===== src/rtl/uart_spi_pkg.sv =====
// -----------------------------------------------------------------------------
// uart_spi_pkg
//   Shared definitions for the UART-to-SPI command sequencer:
//     - seq_state_t        : sequencer FSM states
//     - CMD_* constants    : command byte field positions
//     - DEFAULT_* params   : default watchdog limit and chip-select gap length
//     - is_wait_state()    : states in which the watchdog is allowed to count
// -----------------------------------------------------------------------------
package uart_spi_pkg;

    typedef enum logic [2:0] {
        IDLE,
        GET_DATA,
        SPI_GO,
        SPI_WAIT,
        RESP_WAIT,
        RESP_ACK,
        CS_GAP
    } seq_state_t;

    // Command byte layout: bit7 = RD, bits[6:4] reserved, bits[3:0] = LEN.
    localparam int CMD_RD_BIT  = 7;
    localparam int CMD_LEN_MSB = 3;
    localparam int CMD_LEN_LSB = 0;
    localparam int LEN_W       = CMD_LEN_MSB - CMD_LEN_LSB + 1;

    localparam int DEFAULT_TIMEOUT_CYCLES = 4095;
    localparam int DEFAULT_CS_GAP_CYCLES  = 4;

    // States that wait on an external event and can therefore stall.
    function automatic logic is_wait_state(input seq_state_t s);
        return s inside {GET_DATA, SPI_WAIT, RESP_WAIT, RESP_ACK};
    endfunction

endpackage


===== src/rtl/seq_watchdog.sv =====
// -----------------------------------------------------------------------------
// seq_watchdog
//   Saturating cycle counter used to abort stalled frames.
//   Ports:
//     clk      in  system clock
//     reset    in  synchronous active-high reset
//     clear    in  zero the counter (takes priority over enable)
//     enable   in  count one cycle
//     expired  out counter has reached TIMEOUT_CYCLES
// -----------------------------------------------------------------------------
module seq_watchdog
    import uart_spi_pkg::*;
#(
    parameter int TIMEOUT_CYCLES = DEFAULT_TIMEOUT_CYCLES
) (
    input  logic clk,
    input  logic reset,
    input  logic clear,
    input  logic enable,
    output logic expired
);

    localparam int            CW    = $clog2(TIMEOUT_CYCLES + 1);
    localparam logic [CW-1:0] LIMIT = CW'(TIMEOUT_CYCLES);

    logic [CW-1:0] count;

    // NOTE: sequential state is always updated with non-blocking assignments
    // so every flop samples the pre-edge value of its inputs.
    always_ff @(posedge clk) begin
        if (reset) begin
            count <= '0;
        end else if (clear) begin
            count <= '0;
        end else if (enable && (count != LIMIT)) begin
            count <= count + 1'b1;
        end
    end

    assign expired = (count == LIMIT);

endmodule


===== src/rtl/uart_spi_cmd_seq.sv =====
// -----------------------------------------------------------------------------
// uart_spi_cmd_seq
//   Command sequencer between a UART byte interface and an SPI master byte
//   interface. A host frame is one command byte (RD flag + LEN) followed by
//   LEN payload bytes; each payload byte becomes one SPI transfer inside a
//   single chip-select window. With RD set, every SPI-received byte is sent
//   back over UART. A watchdog aborts frames that stall in any wait state.
//
//   Ports:
//     clk, reset               clock, synchronous active-high reset
//     rx_valid, rx_data        UART receive byte strobe and data
//     tx_ready                 UART transmitter idle
//     tx_start, tx_data        UART transmit strobe and byte
//     spi_start, spi_tx_data   SPI transfer strobe and byte to shift out
//     spi_cs_bar               SPI chip select, active low
//     spi_done, spi_rx_data    SPI transfer complete strobe and received byte
//     busy                     sequencer not idle
//     err_timeout              sticky: last frame aborted by watchdog
//     err_overrun              sticky: UART byte arrived while not accepting
// -----------------------------------------------------------------------------
module uart_spi_cmd_seq
    import uart_spi_pkg::*;
#(
    parameter int TIMEOUT_CYCLES = DEFAULT_TIMEOUT_CYCLES,
    parameter int CS_GAP_CYCLES  = DEFAULT_CS_GAP_CYCLES,
    parameter int DW             = 8
) (
    input  logic          clk,
    input  logic          reset,
    input  logic          rx_valid,
    input  logic [DW-1:0] rx_data,
    input  logic          tx_ready,
    output logic          tx_start,
    output logic [DW-1:0] tx_data,
    output logic          spi_start,
    output logic [DW-1:0] spi_tx_data,
    output logic          spi_cs_bar,
    input  logic          spi_done,
    input  logic [DW-1:0] spi_rx_data,
    output logic          busy,
    output logic          err_timeout,
    output logic          err_overrun
);

    localparam int GAP_W = $clog2(CS_GAP_CYCLES + 1);

    seq_state_t       state;
    seq_state_t       next_state;

    logic             rd_flag;
    logic [LEN_W-1:0] remaining;
    logic [LEN_W-1:0] remaining_dec;
    logic [LEN_W-1:0] cmd_len;
    logic [GAP_W-1:0] gap_cnt;
    logic             gap_done;

    logic             wd_clear;
    logic             wd_enable;
    logic             wd_expired;

    logic             accept_cmd;
    logic             accept_data;
    logic             spi_byte_done;
    logic             timeout_abort;
    logic             overrun_hit;

    assign cmd_len       = rx_data[CMD_LEN_MSB:CMD_LEN_LSB];
    // Down-count that holds at zero rather than wrapping.
    assign remaining_dec = (remaining != '0) ? remaining - 1'b1 : '0;
    assign gap_done      = (gap_cnt == GAP_W'(CS_GAP_CYCLES - 1));

    // Only IDLE (command) and GET_DATA (payload) consume UART bytes.
    assign overrun_hit   = rx_valid && !(state inside {IDLE, GET_DATA});

    assign busy          = (state != IDLE);

    // Watchdog restarts on every state change and only runs while waiting.
    assign wd_clear      = (next_state != state);
    assign wd_enable     = is_wait_state(state);

    seq_watchdog #(
        .TIMEOUT_CYCLES (TIMEOUT_CYCLES)
    ) u_watchdog (
        .clk     (clk),
        .reset   (reset),
        .clear   (wd_clear),
        .enable  (wd_enable),
        .expired (wd_expired)
    );

    // -------------------------------------------------------------------------
    // State register
    // -------------------------------------------------------------------------
    always_ff @(posedge clk) begin
        if (reset) begin
            state <= IDLE;
        end else begin
            state <= next_state;
        end
    end

    // -------------------------------------------------------------------------
    // Next-state and strobe decode
    // -------------------------------------------------------------------------
    always_comb begin
        // NOTE: every output of this block gets a default first, so no path
        // through the case statement can leave one unassigned and infer a latch.
        next_state    = state;
        spi_start     = 1'b0;
        tx_start      = 1'b0;
        accept_cmd    = 1'b0;
        accept_data   = 1'b0;
        spi_byte_done = 1'b0;
        timeout_abort = 1'b0;

        case (state)
            IDLE: begin
                // LEN=0 commands are swallowed without starting a frame.
                if (rx_valid && (cmd_len != '0)) begin
                    accept_cmd = 1'b1;
                    next_state = GET_DATA;
                end
            end

            GET_DATA: begin
                if (wd_expired) begin
                    timeout_abort = 1'b1;
                    next_state    = CS_GAP;
                end else if (rx_valid) begin
                    accept_data = 1'b1;
                    next_state  = SPI_GO;
                end
            end

            SPI_GO: begin
                spi_start  = 1'b1;
                next_state = SPI_WAIT;
            end

            SPI_WAIT: begin
                // A completing transfer beats a watchdog expiry in the same cycle.
                if (spi_done) begin
                    spi_byte_done = 1'b1;
                    if (rd_flag) begin
                        next_state = RESP_WAIT;
                    end else if (remaining_dec != '0) begin
                        next_state = GET_DATA;
                    end else begin
                        next_state = CS_GAP;
                    end
                end else if (wd_expired) begin
                    timeout_abort = 1'b1;
                    next_state    = CS_GAP;
                end
            end

            RESP_WAIT: begin
                if (wd_expired) begin
                    timeout_abort = 1'b1;
                    next_state    = CS_GAP;
                end else if (tx_ready) begin
                    tx_start   = 1'b1;
                    next_state = RESP_ACK;
                end
            end

            RESP_ACK: begin
                // Wait for the transmitter to go busy so the same byte is not
                // launched twice while tx_ready is still reporting idle.
                if (wd_expired) begin
                    timeout_abort = 1'b1;
                    next_state    = CS_GAP;
                end else if (!tx_ready) begin
                    next_state = (remaining != '0) ? GET_DATA : CS_GAP;
                end
            end

            CS_GAP: begin
                if (gap_done) begin
                    next_state = IDLE;
                end
            end

            default: begin
                next_state = IDLE;
            end
        endcase
    end

    // -------------------------------------------------------------------------
    // Datapath, chip select and sticky error flags
    // -------------------------------------------------------------------------
    always_ff @(posedge clk) begin
        if (reset) begin
            rd_flag     <= 1'b0;
            remaining   <= '0;
            spi_tx_data <= '0;
            tx_data     <= '0;
            spi_cs_bar  <= 1'b1;
            err_timeout <= 1'b0;
            err_overrun <= 1'b0;
            gap_cnt     <= '0;
        end else begin
            if (accept_cmd) begin
                rd_flag     <= rx_data[CMD_RD_BIT];
                remaining   <= cmd_len;
                err_timeout <= 1'b0;
                err_overrun <= 1'b0;
            end

            if (accept_data) begin
                spi_tx_data <= rx_data;
            end

            if (spi_byte_done) begin
                remaining <= remaining_dec;
                // tx_data is loaded here so it is already valid when tx_start
                // fires in the following RESP_WAIT cycle.
                if (rd_flag) begin
                    tx_data <= spi_rx_data;
                end
            end

            if (timeout_abort) begin
                err_timeout <= 1'b1;
            end

            if (overrun_hit) begin
                err_overrun <= 1'b1;
            end

            gap_cnt <= (state == CS_GAP) ? gap_cnt + 1'b1 : '0;

            // Chip select follows the state transition on the same edge: it
            // drops entering the first SPI_GO and rises when the frame ends.
            if (next_state == SPI_GO) begin
                spi_cs_bar <= 1'b0;
            end else if (next_state inside {CS_GAP, IDLE}) begin
                spi_cs_bar <= 1'b1;
            end
        end
    end

endmodule


===== config.mk =====
export PLATFORM = sky130hd
export DESIGN_NAME = uart_spi_cmd_seq
export DESIGN_NICKNAME = d
export VERILOG_FILES = /design/src/rtl/uart_spi_pkg.sv /design/src/rtl/seq_watchdog.sv /design/src/rtl/uart_spi_cmd_seq.sv
export SDC_FILE = /design/constraint.sdc
export NUM_CORES = 1
export LEC_CHECK = 0
export ABC_CLOCK_PERIOD_IN_PS = 4000
export BUFFER_PORTS_ARGS = -buffer_cell sky130_fd_sc_hd__buf_2
export CELL_PAD_IN_SITES_DETAIL_PLACEMENT = 0
export CELL_PAD_IN_SITES_GLOBAL_PLACEMENT = 1
export CORE_MARGIN = 4
export CORE_UTILIZATION = 28
export DETAILED_ROUTE_END_ITERATION = 8
export PLACE_DENSITY_LB_ADDON = 0.1
export SLEW_MARGIN = 10
export SYNTH_ARGS = -nofsm -noshare
export SYNTH_HDL_FRONTEND = slang
export SYNTH_HIERARCHICAL = 1
export SYNTH_SLANG_ARGS = --single-unit

===== constraint.sdc =====
create_clock -name clk -period 4 [get_ports clk]
set_input_delay 0 -clock clk [delete_from_list [all_inputs] [get_ports clk]]
set_output_delay 0 -clock clk [all_outputs]
set_load 0.01 [all_outputs]

==> results.toml, run 1 <==
[outcome]
status = "finished clean"

[global_routing]
grt-busiest-layer = "met2"
grtUsageMet3_pct = 3.249
global_route.usage.met2_pct = 19.70
grtUsageMet1_pct = 16.92
antenna_found_initial = 0
grt_pass1_vias = 1851
grt_overflow = 0
grtUsageTotal_pct = 12.63
grt_max_degree = 31
grt_pass1_wl_um = 8756

[die]
placementRows = 30
die_h_um = 92.40
die_w_um = 92.40
ios = 43
core-area_sq_um = 6869
initial_utilization_pct = 29.03
die_area_sq_um = 8537

[finish]
multiInputGateArea_sq_um = 1047
finish.net_count = 316
nFillCells = 743
drive_above_1_share_pct = 19.80
areaGrowthSynthToFinish_pct = 26.29
diodes = 0
mostFrequentLayoutCells = "dfxtp_1, buf_2, nor2_1, nand2_1, a21oi_1"
final-seq-area_sq_um = 840.8
final_util_pct = 36.67
final_area_sq_um = 2519

[hold_path]
holdPathEnd = "err_overrun"
min_from = "rx_valid"
whs_path_depth = 3
hp-class = "in2reg"

[drt]
firstDrtPassIters = 4
via_per_inst = 4.766
wirelength_um = 5139
drc = 0
num_vias = 1854
wl_per_cell_um = 13.21
drt-initial-drc-count = 114
antenna_left = 0

[sta]
fin_crit_ps = 2838
fmaxAchievable_mhz = 352.4
fin_hold_ws_ps = 55.84
slew_headroom_pct = 58.34
worst_slew_pin_slew_ps = 623.1
drv_slew = 0
rsz0062_at_grt = "no"
hold_viol_final = 0
setup_viol = 0
fin_tns_setup_ps = 0
skew_ps = 8.595
min_period_over_period_pct = 70.94

[logic_synthesis]
synth_cell_types = 42
avgSynthCellArea_sq_um = 8.380
synth.area.top_cells = "dfxtp_1, a21oi_1, nand3_1"
ys_ff_latch = 42
yosys.area.top_type = "dfxtp_1"
yosys_warnings = 6
syn_nets = 262
synthCells = 238
synth_ff_type = "dfxtp_1"
synth_edf_count = 0
async_reset_ff_share_pct = 0
yosys.area.top_type_share_pct = 42.16
ys_seq_area_share_pct = 42.16
netlist_area_sq_um = 1994

[worst_setup_path]
required_ps = 4220
critPathKind = "reg2reg"
setup.worst_path.start_class = "register"
r2r-end = "u_watchdog/count[5]"
critPathCaptureType = "register"
crit_path_start = "u_watchdog/count[0]"
rr_worst_depth = 12
regToRegStartpoint = "u_watchdog/count[0]"
cp.arrival_ps = 3060
reg2reg_slack_ps = 1160
path_max_fanout = 9

[power]
p_total_uw = 880.7
p_sw_share_pct = 28.13
power_frac_seq_pct = 51.1
p_int_uw = 632.9
power_density_nw_per_um2 = 349.6
pwr-share-comb_pct = 15.7
irDropWorstVdd_mv = 0.1607
switchingPower_uw = 247.7
cellLeakagePower_nw = 1.059
clockPowerShare_pct = 33.2

[placement]
dp_hpwl_um = 3523
io_buffers = 42
place_area_sq_um = 2267
gp_routability_congestion = 0.7912

[flow_run]
maxCapViolations = 0

[cts]
cts_resized = 0
cts_sinks = 42
cts_root_buf = "clkbuf_8"
h-tree-depth = 2
cts_tree = "done"
clk_pin_slew_ps = 80
ctsLongestPathBuffers = 2
worstSkewPairLatency_ps = 300
cts_buffers = 5
## power by group through the flow
stage,Clock [mW],Sequential (mW),Combinational [mW]
detailed placement,0,0.460,0.127
finish,0.292,0.450,0.139
global placement,0,0.460,0.128
floorplan,0,0.452,0.0953
global route,0.318,0.453,0.154
CTS,0.306,0.450,0.139
## Yosys cell counts, drive strengths merged, types with 2 or more instances
cell type,n
a32oi,2
a31oi,4
or3,5
and3,7
a21oi,21
nor2b,4
xor2,2
dfxtp,42
or4,6
a22o,2
o31ai,2
xnor2,2
nand2,24
o22ai,2
buf,8
o211ai,4
clkbuf,4
inv,11
nor2,24
a211oi,2
o21ai,7
mux2i,9
nor3,8
nand3,20
o211a,2
ha,3
## worst max path at each step
stage                     slack [ps]                   to
after detailed placement        1200  u_watchdog/count[5]
final                           1160  u_watchdog/count[5]
after CTS                       1170  u_watchdog/count[5]
after global routing             950  u_watchdog/count[6]
after global placement          1330  u_watchdog/count[5]
after floorplan                 1460  u_watchdog/count[5]
## per-layer routing
metal	share of wire (%)	up-vias
li1	-	966
met1	51	846
met2	43	36
met3	4.5	6
met4	1.3	0
met5	0	-
## kinds of logic after synthesis
| family | after synthesis | share of synthesized area (%) |
|---|---|---|
| simple gates | 105 | 27.73 |
| compound gates | 52 | 16.62 |
| flops | 42 | 42.16 |
| buf+inv | 23 | 5.332 |
| mux | 9 | 4.517 |
| xor+xnor | 4 | 1.757 |
| fa+ha+maj | 3 | 1.882 |
## critical path, cell delays in order, from the launching register on
cell     delay [ps]
dfxtp_1         400
ha_1            210
and4_4          260
nand4_1         160
inv_1           210
nor2_1          120
a32oi_1         220
o22ai_1         140
nor3_4          190
xnor2_1         140
nand3_1         100
or2_2           410
nor3_1          210
## registers in the layout, indices dropped and copies added, names as in the netlist, 3 cells and up
name              cells
u_watchdog/count     12
spi_tx_data           8
tx_data               8
remaining             4
gap_cnt               3
state                 3
## cell type report
type                       instances  share of cell area, %
sequential                        42                  33.38
inverter                          11                  1.639
timing repair buffer              59                  15.00
tap                               96                  4.769
clock buffer                       7                  3.428
clock inverter                     1                 0.1987
multi-input combinational        173                  41.58
## stage by stage
stage / cells / setup slack [ps]
finish: 389 / 1162
global route: 389 / 952.2
CTS: 389 / 1168
detailed placement: 365 / 1200
global placement: 365 / 1331
floorplan: 238 / 1457
## what timing repair did
item                                   in CTS  in global routing
setup buffers                               0                  0
hold buffers                               16                  0
endpoints found under the hold margin      20                  0
Note: power is estimated with default switching activity, not from simulation.
==> run 2, diff against run 1 <==
--- a/config.mk
+++ b/config.mk
@@ -5,7 +5,8 @@
 export SDC_FILE = /design/constraint.sdc
 export NUM_CORES = 1
 export LEC_CHECK = 0
-export ABC_CLOCK_PERIOD_IN_PS = 4000
+export ABC_AREA = 1
+export ABC_CLOCK_PERIOD_IN_PS = 2570
 export BUFFER_PORTS_ARGS = -buffer_cell sky130_fd_sc_hd__buf_2
 export CELL_PAD_IN_SITES_DETAIL_PLACEMENT = 0
 export CELL_PAD_IN_SITES_GLOBAL_PLACEMENT = 1
==> constraint.sdc (replaced) <==
create_clock -name clk -period 2.57 [get_ports clk]
set_input_delay 0 -clock clk [delete_from_list [all_inputs] [get_ports clk]]
set_output_delay 0 -clock clk [all_outputs]
set_load 0.01 [all_outputs]
==> results.toml, run 2 <==
[hold_path]
holdPathEnd = "err_overrun"
hp-class = "in2reg"
whs_path_depth = 3
min_from = "rx_valid"

[global_routing]
antenna_found_initial = 0
grt_max_degree = 22
grtUsageTotal_pct = 12.33
grtUsageMet1_pct = 16.47
grt_pass1_wl_um = 9832
global_route.usage.met2_pct = 19.43
grt-busiest-layer = "met2"
grt_overflow = 0
grtUsageMet3_pct = 3.374
grt_pass1_vias = 2091

[sta]
fin_tns_setup_ps = 0
drv_slew = 0
slew_headroom_pct = 61.95
worst_slew_pin_slew_ps = 570.2
rsz0062_at_grt = "no"
skew_ps = 7.346
fmaxAchievable_mhz = 429.3
hold_viol_final = 0
fin_crit_ps = 2330
setup_viol = 0
min_period_over_period_pct = 90.65

[logic_synthesis]
synth_ff_type = "dfxtp_1"
yosys_warnings = 6
yosys.area.top_type = "dfxtp_1"
ys_seq_area_share_pct = 37.71
synth_edf_count = 0
synthCells = 320
ys_ff_latch = 42
avgSynthCellArea_sq_um = 6.968
synth_cell_types = 30
synth.most_common_cell = "nor2_1"
synth_commonest_cells = "nor2_1, nand2_1, dfxtp_1, nand3_1, inv_1"
async_reset_ff_share_pct = 0
yosys.area.top_type_share_pct = 37.71
synth.area.top_cells = "dfxtp_1, nor2_1, nand2_1"
netlist_area_sq_um = 2230
syn_nets = 344

[worst_setup_path]
r2r-end = "u_watchdog/count[6]"
cp.arrival_ps = 2560
critPathCaptureType = "register"
path_common_cell = "nand2_1"
reg2reg_slack_ps = 240
critPathMaxStageDelay_ps = 370
rr_worst_depth = 18
cp_top_family = "simple AND/OR/NAND/NOR gates"
worst-path-stages = 18
required_ps = 2800
path_max_fanout = 12
crit_buf_inv = 3
crit_path_start = "u_watchdog/count[1]"
slowest_stage = "dfxtp_1"
critPathKind = "reg2reg"
path_cells = "ha_1, nand2_1, nor2_4, nand2_1, inv_1, inv_2, nand2_1, nor2_1, nor2_2, nand3_1, nor2_2, nand2_1, nand2_1, nand3_1, nor2_1, buf_6, o21ai_0, nor2_1"
regToRegStartpoint = "u_watchdog/count[1]"
setup.worst_path.start_class = "register"

[cts]
cts_root_buf = "clkbuf_8"
clk_pin_slew_ps = 90
cts_sinks = 42
ctsLongestPathBuffers = 2
cts_buffers = 5
cts_setup_buffers = 0
worstSkewPairLatency_ps = 290
h-tree-depth = 2
cts_tree = "done"

[die]
initial_utilization_pct = 28.85
placementRows = 32
die_area_sq_um = 9455
ios = 43
die_w_um = 97.24
core-area_sq_um = 7727
die_h_um = 97.24

[power]
cellLeakagePower_nw = 1.259
power_density_nw_per_um2 = 582.1
irDropWorstVdd_mv = 0.2632
p_total_mw = 1.626

[drt]
antenna_left = 0
num_vias = 2138
via_per_inst = 4.436
firstDrtPassIters = 4
wl_per_cell_um = 11.59
wirelength_um = 5587
drt-initial-drc-count = 68
drc = 0

[finish]
mostFrequentLayoutCells = "nor2_1, nand2_1, buf_2"
largest_reg_flops = 12
multiInputGateArea_sq_um = 1174
top_register = "u_watchdog/count"
final-seq-area_sq_um = 842.1
drive_above_1_share_pct = 22.63
nFillCells = 855
mostFrequentLayoutCell = "nor2_1"
reg_top3 = "u_watchdog/count x12, spi_tx_data x8, tx_data x8"
diodes = 0
areaGrowthSynthToFinish_pct = 25.31
finish.net_count = 403

[flow_run]
maxCapViolations = 0

[placement]
io_buffers = 42
gp_routability_congestion = 0.7580
dp_hpwl_um = 4069

[outcome]
status = "finished clean"
run 2: routing by layer:
metal	wire, um	vias to the layer above
met4	42	0
met2	2410	39
met5	0	-
met3	299	4
li1	-	1151
met1	2835	944
run 2: logic make-up (layout without fill, tap and decap cells):
| family | after synthesis | after routing | synth area share (%) |
|---|---|---|---|
| AND/OR/NAND/NOR | 183 | 183 | 39.73 |
| AO/OA/AOI/OAI | 48 | 48 | 11.00 |
| buffers and inverters | 44 | 104 | 9.877 |
| flip-flops | 42 | 42 | 37.71 |
| adder cells (fa/ha/maj) | 3 | 3 | 1.684 |
run 2: area by class of cell:
type                            instances  share of cell area, %
Clock buffer                            7                  2.732
Multi-Input combinational cell        234                  42.01
Sequential cell                        42                  30.14
Tap cell                              102                  4.568
Inverter                               34                  5.016
Timing Repair Buffer                   62                  14.46
Clock inverter                          1                  1.075
run 2: through the flow:
step	hold slack [ps]	area (sq um)	util, %	setup slack (ps)	std cells
floorplan	116.2	2230	-	188.2	320
global placement	226.8	2517	32.58	244.2	458
detailed placement	228.2	2517	32.58	178.2	458
CTS	8.142	2784	36.03	152.4	482
global route	39.25	2794	36.16	15.19	482
finish	13.20	2794	36.16	240.4	482
run 2: worst register-to-register path, stage by stage, from the launching register on:
cell,delay (ps)
dfxtp_1,370
ha_1,180
nand2_1,140
nor2_4,170
nand2_1,70
inv_1,120
inv_2,90
nand2_1,70
nor2_1,50
nor2_2,80
nand3_1,110
nor2_2,140
nand2_1,50
nand2_1,60
nand3_1,60
nor2_1,130
buf_6,170
o21ai_0,100
nor2_1,90
run 2: worst max-delay path by stage:
stage	end	slack (ps)
after floorplan	u_watchdog/count[6]	190
after global placement	u_watchdog/count[6]	240
after detailed placement	u_watchdog/count[10]	180
after CTS	u_watchdog/count[6]	150
after global routing	u_watchdog/count[8]	20
final	u_watchdog/count[6]	240
run 2: power breakdown:
group          total, mW  switching, mW  internal [mW]
registers          0.730         0.0408          0.689
logic              0.376          0.222          0.154
clock network      0.521          0.230          0.291
total               1.63          0.493           1.13
run 2: what timing repair did:
action | in CTS | in global routing
hold buffers | 16 | 0
endpoints found under the setup margin | 0 | 12
hold endpoints to repair | 18 | 0
resized for setup | 0 | 4
